<file path="src/rtl/frog_controller.sv">
// frog_controller: button synchronise/debounce, frog grid movement, car collision and the
// death/respawn/level/lives state machine. Define FROG_LIVES_EN to enable lives and game over.

module frog_controller #(
  parameter int DEBOUNCE_CYCLES = 250000,
  parameter int GRID_COLS       = 20,
  parameter int GRID_ROWS       = 15,
  parameter int START_COL       = 10,
  parameter int START_ROW       = 14,
  parameter int DEATH_FRAMES    = 60
) (
  input  logic        clk,
  input  logic        rst,
  input  logic        btn_up,
  input  logic        btn_down,
  input  logic        btn_left,
  input  logic        btn_right,
  input  logic        frame_tick,
  input  logic [54:0] cars_x,
  input  logic [43:0] cars_y,
  output logic [4:0]  frog_col,
  output logic [3:0]  frog_row,
  output logic [3:0]  level,
  output logic [1:0]  lives,
  output logic        game_over,
  output logic        hit,
  output logic        win
);

  localparam int CNT_W = (DEBOUNCE_CYCLES > 1) ? $clog2(DEBOUNCE_CYCLES) : 1;
  localparam int FR_W  = (DEATH_FRAMES > 1) ? $clog2(DEATH_FRAMES) : 1;
  localparam logic [CNT_W-1:0] DB_MAX  = CNT_W'(DEBOUNCE_CYCLES - 1);
  localparam logic [FR_W-1:0]  FR_MAX  = FR_W'(DEATH_FRAMES - 1);
  localparam logic [4:0]       COL_MAX = 5'(GRID_COLS - 1);
  localparam logic [3:0]       ROW_MAX = 4'(GRID_ROWS - 1);
  localparam logic [4:0]       START_C = 5'(START_COL);
  localparam logic [3:0]       START_R = 4'(START_ROW);

  typedef enum logic [1:0] {
    S_PLAY = 2'd0,
    S_DEAD = 2'd1,
    S_OVER = 2'd2
  } state_t;

  // Button bit order: 0 up, 1 down, 2 left, 3 right.
  logic [3:0]       btn_raw;
  logic [3:0]       sync1_q, sync1_d;
  logic [3:0]       sync2_q, sync2_d;
  logic [3:0]       stable_q, stable_d;
  logic [3:0]       stable_prev_q, stable_prev_d;
  logic [CNT_W-1:0] db_cnt_q [4];
  logic [CNT_W-1:0] db_cnt_d [4];
  logic [3:0]       press;
  logic             mv_up, mv_down, mv_left, mv_right;

  assign btn_raw = {btn_right, btn_left, btn_down, btn_up};

  always_comb begin
    sync1_d       = btn_raw;
    sync2_d       = sync1_q;
    stable_prev_d = stable_q;
    stable_d      = stable_q;
    for (int i = 0; i < 4; i++) begin
      db_cnt_d[i] = '0;
      if (sync2_q[i] != stable_q[i]) begin
        if (db_cnt_q[i] == DB_MAX) begin
          stable_d[i] = sync2_q[i];
        end else begin
          db_cnt_d[i] = db_cnt_q[i] + 1'b1;
        end
      end
    end
  end

  always_ff @(posedge clk) begin
    if (rst) begin
      sync1_q       <= '0;
      sync2_q       <= '0;
      stable_q      <= '0;
      stable_prev_q <= '0;
      for (int i = 0; i < 4; i++) db_cnt_q[i] <= '0;
    end else begin
      sync1_q       <= sync1_d;
      sync2_q       <= sync2_d;
      stable_q      <= stable_d;
      stable_prev_q <= stable_prev_d;
      for (int i = 0; i < 4; i++) db_cnt_q[i] <= db_cnt_d[i];
    end
  end

  // One move per debounced rising edge; a higher-priority press masks the rest.
  assign press    = stable_q & ~stable_prev_q;
  assign mv_up    = press[0];
  assign mv_down  = press[1] & ~press[0];
  assign mv_left  = press[2] & ~press[1] & ~press[0];
  assign mv_right = press[3] & ~press[2] & ~press[1] & ~press[0];

  state_t          state_q, state_d;
  logic [4:0]      frog_col_q, frog_col_d;
  logic [3:0]      frog_row_q, frog_row_d;
  logic [3:0]      level_q, level_d;
  logic [FR_W-1:0] frame_cnt_q, frame_cnt_d;
  logic            hit_q, hit_d;
  logic            win_q, win_d;
  logic            collide;
  logic [5:0]      car_x;
  logic [3:0]      car_y;

  // Wide-car span is compared in 6 bits so x+3 cannot wrap back onto low columns.
  always_comb begin
    collide = 1'b0;
    car_x   = '0;
    car_y   = '0;
    for (int n = 0; n < 11; n++) begin
      car_x = {1'b0, cars_x[5*n +: 5]};
      car_y = cars_y[4*n +: 4];
      if (car_y == frog_row_q) begin
        if (n < 4) begin
          if (({1'b0, frog_col_q} >= car_x) && ({1'b0, frog_col_q} <= car_x + 6'd3)) collide = 1'b1;
        end else if (car_x[4:0] == frog_col_q) begin
          collide = 1'b1;
        end
      end
    end
  end

`ifdef FROG_LIVES_EN
  logic [1:0] lives_q, lives_d;
  logic       game_over_q, game_over_d;
`endif

  always_comb begin
    state_d     = state_q;
    frog_col_d  = frog_col_q;
    frog_row_d  = frog_row_q;
    level_d     = level_q;
    frame_cnt_d = frame_cnt_q;
    hit_d       = 1'b0;
    win_d       = 1'b0;
`ifdef FROG_LIVES_EN
    lives_d     = lives_q;
`endif
    case (state_q)
      S_PLAY: begin
        if (collide) begin
          hit_d       = 1'b1;
          frame_cnt_d = '0;
          state_d     = S_DEAD;
        end else if (mv_up) begin
          if (frog_row_q == 4'd1) begin
            win_d      = 1'b1;
            level_d    = (level_q == 4'hF) ? level_q : level_q + 4'd1;
            frog_col_d = START_C;
            frog_row_d = START_R;
          end else if (frog_row_q != 4'd0) begin
            frog_row_d = frog_row_q - 4'd1;
          end
        end else if (mv_down) begin
          if (frog_row_q != ROW_MAX) frog_row_d = frog_row_q + 4'd1;
        end else if (mv_left) begin
          if (frog_col_q != 5'd0) frog_col_d = frog_col_q - 5'd1;
        end else if (mv_right) begin
          if (frog_col_q != COL_MAX) frog_col_d = frog_col_q + 5'd1;
        end
      end
      S_DEAD: begin
        // A tick landing while hit is still asserted belongs to the hit itself.
        if (frame_tick && !hit_q) begin
          if (frame_cnt_q == FR_MAX) begin
            frame_cnt_d = '0;
`ifdef FROG_LIVES_EN
            lives_d = lives_q - 2'd1;
            if (lives_q == 2'd1) begin
              state_d = S_OVER;
            end else begin
              state_d    = S_PLAY;
              frog_col_d = START_C;
              frog_row_d = START_R;
            end
`else
            state_d    = S_PLAY;
            frog_col_d = START_C;
            frog_row_d = START_R;
`endif
          end else begin
            frame_cnt_d = frame_cnt_q + 1'b1;
          end
        end
      end
      S_OVER: begin
        if (|press) begin
          state_d     = S_PLAY;
          frog_col_d  = START_C;
          frog_row_d  = START_R;
          level_d     = 4'd0;
          frame_cnt_d = '0;
`ifdef FROG_LIVES_EN
          lives_d     = 2'd3;
`endif
        end
      end
      default: state_d = S_PLAY;
    endcase
`ifdef FROG_LIVES_EN
    game_over_d = (state_d == S_OVER);
`endif
  end

  always_ff @(posedge clk) begin
    if (rst) begin
      state_q     <= S_PLAY;
      frog_col_q  <= START_C;
      frog_row_q  <= START_R;
      level_q     <= 4'd0;
      frame_cnt_q <= '0;
      hit_q       <= 1'b0;
      win_q       <= 1'b0;
`ifdef FROG_LIVES_EN
      lives_q     <= 2'd3;
      game_over_q <= 1'b0;
`endif
    end else begin
      state_q     <= state_d;
      frog_col_q  <= frog_col_d;
      frog_row_q  <= frog_row_d;
      level_q     <= level_d;
      frame_cnt_q <= frame_cnt_d;
      hit_q       <= hit_d;
      win_q       <= win_d;
`ifdef FROG_LIVES_EN
      lives_q     <= lives_d;
      game_over_q <= game_over_d;
`endif
    end
  end

  assign frog_col = frog_col_q;
  assign frog_row = frog_row_q;
  assign level    = level_q;
  assign hit      = hit_q;
  assign win      = win_q;
`ifdef FROG_LIVES_EN
  assign lives     = lives_q;
  assign game_over = game_over_q;
`else
  assign lives     = 2'd3;
  assign game_over = 1'b0;
`endif

endmodule

</file>
<file path="config.mk">
export PLATFORM = sky130hd
export DESIGN_NAME = frog_controller
export DESIGN_NICKNAME = d
export VERILOG_FILES = /design/src/rtl/frog_controller.sv
export SDC_FILE = /design/constraint.sdc
export NUM_CORES = 1
export LEC_CHECK = 0
export BUFFER_PORTS_ARGS = -buffer_cell sky130_fd_sc_hd__buf_2
export CAP_MARGIN = 20
export CORE_MARGIN = 3
export CORE_UTILIZATION = 40
export CTS_CLUSTER_SIZE = 40
export DETAILED_ROUTE_END_ITERATION = 16
export SLEW_MARGIN = 20
export SYNTH_ARGS = -nofsm -noshare
export SYNTH_HDL_FRONTEND = slang
export SYNTH_SLANG_ARGS = --single-unit
</file>
<file path="constraint.sdc">
create_clock -name clk -period 3.44 [get_ports clk]
set_input_delay 0.516 -clock clk [delete_from_list [all_inputs] [get_ports clk]]
set_output_delay 0.516 -clock clk [all_outputs]
set_load 0.01 [all_outputs]
</file>
== After elaboration in Yosys (flattened, before gate mapping) ==
Memories as Yosys holds them, arrays and structs flattened.
Cells that the tools add are included.

* Memories kept: 1
* Input bits: 106
* Bits in writable memories: 72
* Bits in registers: 39

{| class="wikitable"
|+ Memories
! memory !! depth !! bits a word !! rd ports !! clocked after Yosys merged registers in !! wr ports !! line !! source
|-
| db_cnt_q || 4 || 18 || 4 || 0 || 4 || 51 || <nowiki>logic [CNT_W-1:0] db_cnt_q [4];</nowiki>
|}

* Mux-type cells: 77
* Magnitude comparators: 8
* Bitwise logic cells: 16
* Eq/ne operators: 49
* Reduce and logical (&&, ||, !) cells: 23
* $add $sub $neg: 14

{| class="wikitable"
|+ Operator list
! kind !! count
|-
| 2-to-1 mux 18 bit || 12
|-
| adder 18 x 1 -> 18 bit (second input constant) || 4
|-
| == test 18 bit (second input constant) || 4
|-
| 2-to-1 mux 4 bit || 14
|-
| 2-to-1 mux 5 bit || 11
|-
| == test 4 bit || 11
|-
| == test 5 bit || 7
|-
| 2-to-1 mux 1 bit || 27
|-
| adder 5 x 2 -> 6 bit (second input constant) || 4
|-
| <= comparator 5 x 6 -> 1 bit || 4
|-
| 2-to-1 mux 6 bit || 4
|-
| greater-or-equal comparator 5 bit || 4
|-
| inequality test 4 bit (second input constant) || 5
|-
| case mux 6 bit (3 select lines) || 1
|-
| inequality test 2 bit (second input constant) || 8
|-
| case mux 5 bit (3 select lines) || 1
|-
| inequality test 3 bit (second input constant) || 4
|-
| case mux 4 bit (3 select lines) || 1
|-
| AND reduction 10 bit || 1
|-
| adder 4 x 1 -> 4 bit (second input constant) || 2
|-
| 2-to-1 mux 2 bit || 4
|-
| case mux 4 bit (2 select lines) || 1
|-
| AND reduction 2 bit || 4
|-
| AND reduction 4 bit || 2
|-
| 28 further kinds || 47
|}

== Depth between registers and ports, before layout ==
* Depth in word-level cells: 27
* Depth in mapped cells: 14
* Depth with buffers taken out: 13

== Least setup slack after synthesis ==
OpenSTA, ideal clock, no wires.

* Kind: input port to flip-flop
* Start: in cars_x[10]
* End: reg frog_col_q[4], in the netlist frog_col[4]
* Data required time: 3.320 ns
* Arrival time: 3.044 ns
* Path slack: 0.277 ns
* Stages on the path: 14
* Library setup time: 0.120 ns
* Cell sequence: inv_1 -> ha_1 -> nor2_1 -> xnor2_1 -> ha_1 -> nand3_1 -> a21oi_1 -> a211oi_1 -> o221a_1 -> a2111oi_4 -> nand2_4 -> or3_1 -> clkbuf_1 -> a211o_1

* Longest elaborated chain between the ends: 23
* Elaborated cells on any way between the ends: 24
* Those cells by class: add/sub (1); order compare (2); eq/ne (1); mux (18); reduce/logical (2)

{| class="wikitable"
|+ RTL lines
! element !! line !! source
|-
| from (decl) || 19 || <nowiki>input logic [54:0] cars_x,</nowiki>
|-
| adder 5 x 2 -> 6 bit || 119 || <nowiki>if (({1'b0, frog_col_q} >= car_x) && ({1'b0, frog_col_q} <= car_x + 6'd3)) collide = 1'b1;</nowiki>
|-
| <= comparator 5 x 6 -> 1 bit || 119 ||
|-
| logical AND 1 bit (*) || 119 ||
|-
| 2-to-1 mux 1 bit (*) || 119 ||
|-
| 2-to-1 mux 1 bit (*) || 117 || <nowiki>if (car_y == frog_row_q) begin</nowiki>
|-
| 2-to-1 mux 1 bit || 119 ||
|-
| 2-to-1 mux 1 bit (*) || 117 ||
|-
| 2-to-1 mux 1 bit || 120 || <nowiki>end else if (car_x[4:0] == frog_col_q) begin</nowiki>
|-
| (+7 left out) || - ||
|-
| 2-to-1 mux 1 bit || 120 ||
|-
| 2-to-1 mux 1 bit (*) || 117 ||
|-
| 2-to-1 mux 1 bit || 120 ||
|-
| 2-to-1 mux 1 bit (*) || 117 ||
|-
| 2-to-1 mux 1 bit || 120 ||
|-
| 2-to-1 mux 1 bit (*) || 117 ||
|-
| inequality test 2 bit (no source line) (*) || - ||
|-
| AND reduction 10 bit (no source line) (*) || - ||
|-
| to (signal assigned) || 224 || <nowiki>frog_col_q <= frog_col_d;</nowiki>
|-
| to (decl) || 99 || <nowiki>logic [4:0] frog_col_q, frog_col_d;</nowiki>
|}

Mark *: on every way between the ends. The rest lies on a longest branch, timed or not.
A chain may end at the register's enable or synchronous reset.

== Final worst setup path ==
* Start: reg frog_col_q[3], in the netlist frog_col[3]
* End: reg frog_row_q[2], in the netlist frog_row[2]

* Longest elaborated chain between the ends: 26
* Elaborated cells on any way between the ends: 43
* Those cells by class: order compare (8); eq/ne (8); mux (22); reduce/logical (5)

{| class="wikitable"
|+ RTL lines
! element !! line !! source
|-
| <= comparator 5 x 6 -> 1 bit or greater-or-equal comparator 5 bit (tied branches) || 119 ||
|-
| logical AND 1 bit || 119 ||
|-
| 2-to-1 mux 1 bit || 119 ||
|-
| 2-to-1 mux 1 bit || 117 ||
|-
| 2-to-1 mux 1 bit || 119 ||
|-
| 2-to-1 mux 1 bit || 117 ||
|-
| 2-to-1 mux 1 bit || 119 ||
|-
| 2-to-1 mux 1 bit || 117 ||
|-
| (+10 left out) || - ||
|-
| 2-to-1 mux 1 bit || 120 ||
|-
| 2-to-1 mux 1 bit || 117 ||
|-
| 2-to-1 mux 1 bit || 120 ||
|-
| 2-to-1 mux 1 bit || 117 ||
|-
| 2-to-1 mux 1 bit || 120 ||
|-
| 2-to-1 mux 1 bit (*) || 117 ||
|-
| inequality test 2 bit (no source line) (*) || - ||
|-
| AND reduction 8 bit (no source line) (*) || - ||
|-
| to (signal assigned) || 225 || <nowiki>frog_row_q <= frog_row_d;</nowiki>
|-
| to (decl) || 100 || <nowiki>logic [3:0] frog_row_q, frog_row_d;</nowiki>
|}

Marked as above.

==> run summary <==
Leakage - 3.40 nW
CP arrival - 3.34 ns
Rows - 48
final setup vio count - 0
Slew Limit Fails - 0
GRT Total Usage - 16.4%
Total Wirelength - 15900 µm
CTS Root Cell - clkbuf_16
DR DRC count - 0
hold_buf cts - 0
worst hold-check path type - primary input to register
P&R area growth vs syn - 15.8%
H-tree levels - 3
number of flops mapped to enable cells by yosys - 0
Top FF cell, synth - dfxtp_1
DR vias/cell - 4.96
combinational share of power - 11.4%
CTS Buffer Depth - 2
P_int - 0.00209 W
Worst EP required - 3.68 ns
Setup crit start kind - register
Syn Area/Cell - 8.51 µm²
first-pass GRT wire length - 27100 µm
most frequent cells in the layout - nor2_1, buf_2, dfxtp_1
total grt overflow - 0
CTS clock-pin slew for the worst setup and hold paths - 0.08 ns
Async SR Flop Fraction - 0%
Synth cell types - 62
die height - 140 µm
antenna violations before repair - 0
fin util - 47.8%
clock group share of total power - 41.5%
sequential share of power - 47.1%
Peak VDD IR - 0.219 mV
Port Buf Inserts - 120
worst skew pair latency - 0.35 ns
share of layout cells above drive strength 1 - 17.7%
area occupied by registers - 2200 µm²
Setup Buffers After CTS - 0
#FFs+latches synth - 110
Seq/Total Area, Yosys - 30.6%
outcome - finished, final reports clean
TritonCTS clock tree - done
cell count after synthesis - 845
hpwl dp - 12100 µm
drt wl/cell - 13.3 µm
TNS Setup - 0 ns
Worst-Margin Slew - 0.640 ns
post-cts sizing count - 0
final setup margin - 0.341 ns
post-route ant nets - 0
count of final hold-check violations - 0
TritonCTS Buffers - 9
net switching power - 0.000662 W
Mapped Area - 7190 µm²
Core ar. - 17400 µm²
Setup WS pre-CTS - -0.0154 ns
vias in the first global route - 5797
period utilization - 90.1%
GPL Wtd Cong - 0.873
# Max-Cap Violations - 0
Max-slew headroom - 57.3%
Setup crit end kind - register
Starting Density - 41.3%
worst-case hold slack - 0.374 ns
Top Ports - 124
skew final - 0.00688 ns
RSZ-0062 raised after global routing - false
Final #Nets - 1126
FILL cells - 1714
die width - 140 µm
YS warnings - 0
sw frac - 24.1%
min Tclk post-route - 3.10 ns
CTS Sinks - 110
ANT cells - 0
Final Total Pwr - 0.00275 W
most common cell after layout, fill and taps aside - nor2_1
Peak Freq - 0.323 GHz
initial DRC count - 245
reg2reg setup slack - 0.34 ns
pin count of the biggest net entering global routing - 23
multi-input logic area - 4590 µm²
critical path peak fanout - 10
Power Density - 330 nW/µm²
die area - 19600 µm²
First-pass DRT Iterations - 4
vias post-DR - 5905
crit path kind - register to register
-- worst paths after layout --
path,startpoint,cells past startpoint,to
setup reg to reg,frog_col[3],9,frog_row[2]
hold / removal,btn_left,2,sync1_q[2]
hold reg to reg,sync1_q[2],1,sync2_q[2]
setup / recovery,frog_col[3],9,frog_row[2]
-- cell families (layout without fill, tap and decap cells) --
logic type	count (synthesis)	after routing	synth area share [%]
simple gates	344	344	24.1
xor+xnor	158	158	19.6
flops	110	110	30.6
compound gates	80	80	7.63
buf+inv	78	198	5.61
fa+ha+maj	59	59	10.4
mux	14	14	1.97
other cells	2	3	0.104
-- layout make-up --
type	instances	share of cell area [%]
multi-input cells	658	55.1
flip-flops and latches	110	26.5
repair buffers	141	9.26
well taps	225	3.38
clock buffers	9	2.71
inverters	41	1.85
clock inverters	7	1.26
-- synth_stat cells (7+ instances only) --
cell type,number,area (µm²)
a21oi_1,19,95.1
and3_1,14,87.6
buf_4,7,52.6
clkbuf_1,17,63.8
dfxtp_1,110,2200
ha_1,58,726
inv_1,41,154
mux2i_1,13,130
nand2_1,43,161
nand2b_1,7,43.8
nand3_1,48,240
nand4_1,18,113
nor2_1,121,454
nor2b_1,16,100
nor3_1,14,70.1
nor4_1,20,125
o21ai_0,17,85.1
or3_1,14,87.6
xnor2_1,74,648
xor2_1,81,709
-- power by group through the flow --
| stage | combinational (W) | clock [W] | sequential [W] |
|---|---|---|---|
| 2_1_floorplan | 0.000198 | 0 | 0.00132 |
| 3_5_place_dp | 0.000314 | 0 | 0.00133 |
| 6_report | 0.000314 | 0.00114 | 0.00129 |
| 4_1_cts | 0.000316 | 0.00119 | 0.00129 |
| 5_1_grt | 0.000357 | 0.00123 | 0.00130 |
| 3_3_place_gp | 0.000310 | 0 | 0.00133 |
-- through the flow --
step,cell area [µm²],std cells
2_1_floorplan,7190,846
4_1_cts,8320,1191
6_report,8320,1191
5_1_grt,8320,1191
3_3_place_gp,7990,1175
3_5_place_dp,7990,1175
-- critical path, cell delays in order, from the launching register on --
cell	delay [ns]
dfxtp_1	0.66
buf_4	0.32
ha_1	0.27
and3_1	0.16
nand3_1	0.08
a31oi_1	0.12
a2111oi_4	0.47
nand2_4	0.15
or4b_4	0.60
mux2i_1	0.14
-- metal layers --
layer,GRT usage [%],up-vias,wire (µm)
met5,0,-,0
met4,4.39,0,272
met3,3.38,19,746
met2,28.1,126,7410
met1,21.0,2658,7440
li1,-,3102,-
-- flip-flops by register name, summed over array words and instances, names as in the netlist, 4 cells and up --
register / count
frog_col: 5
stable_prev_q: 4
sync1_q: 4
level: 4
frame_cnt_q: 6
sync2_q: 4
db_cnt_q: 72
stable_prev_d: 4
frog_row: 4
Power figures use the tool's default switching activity.
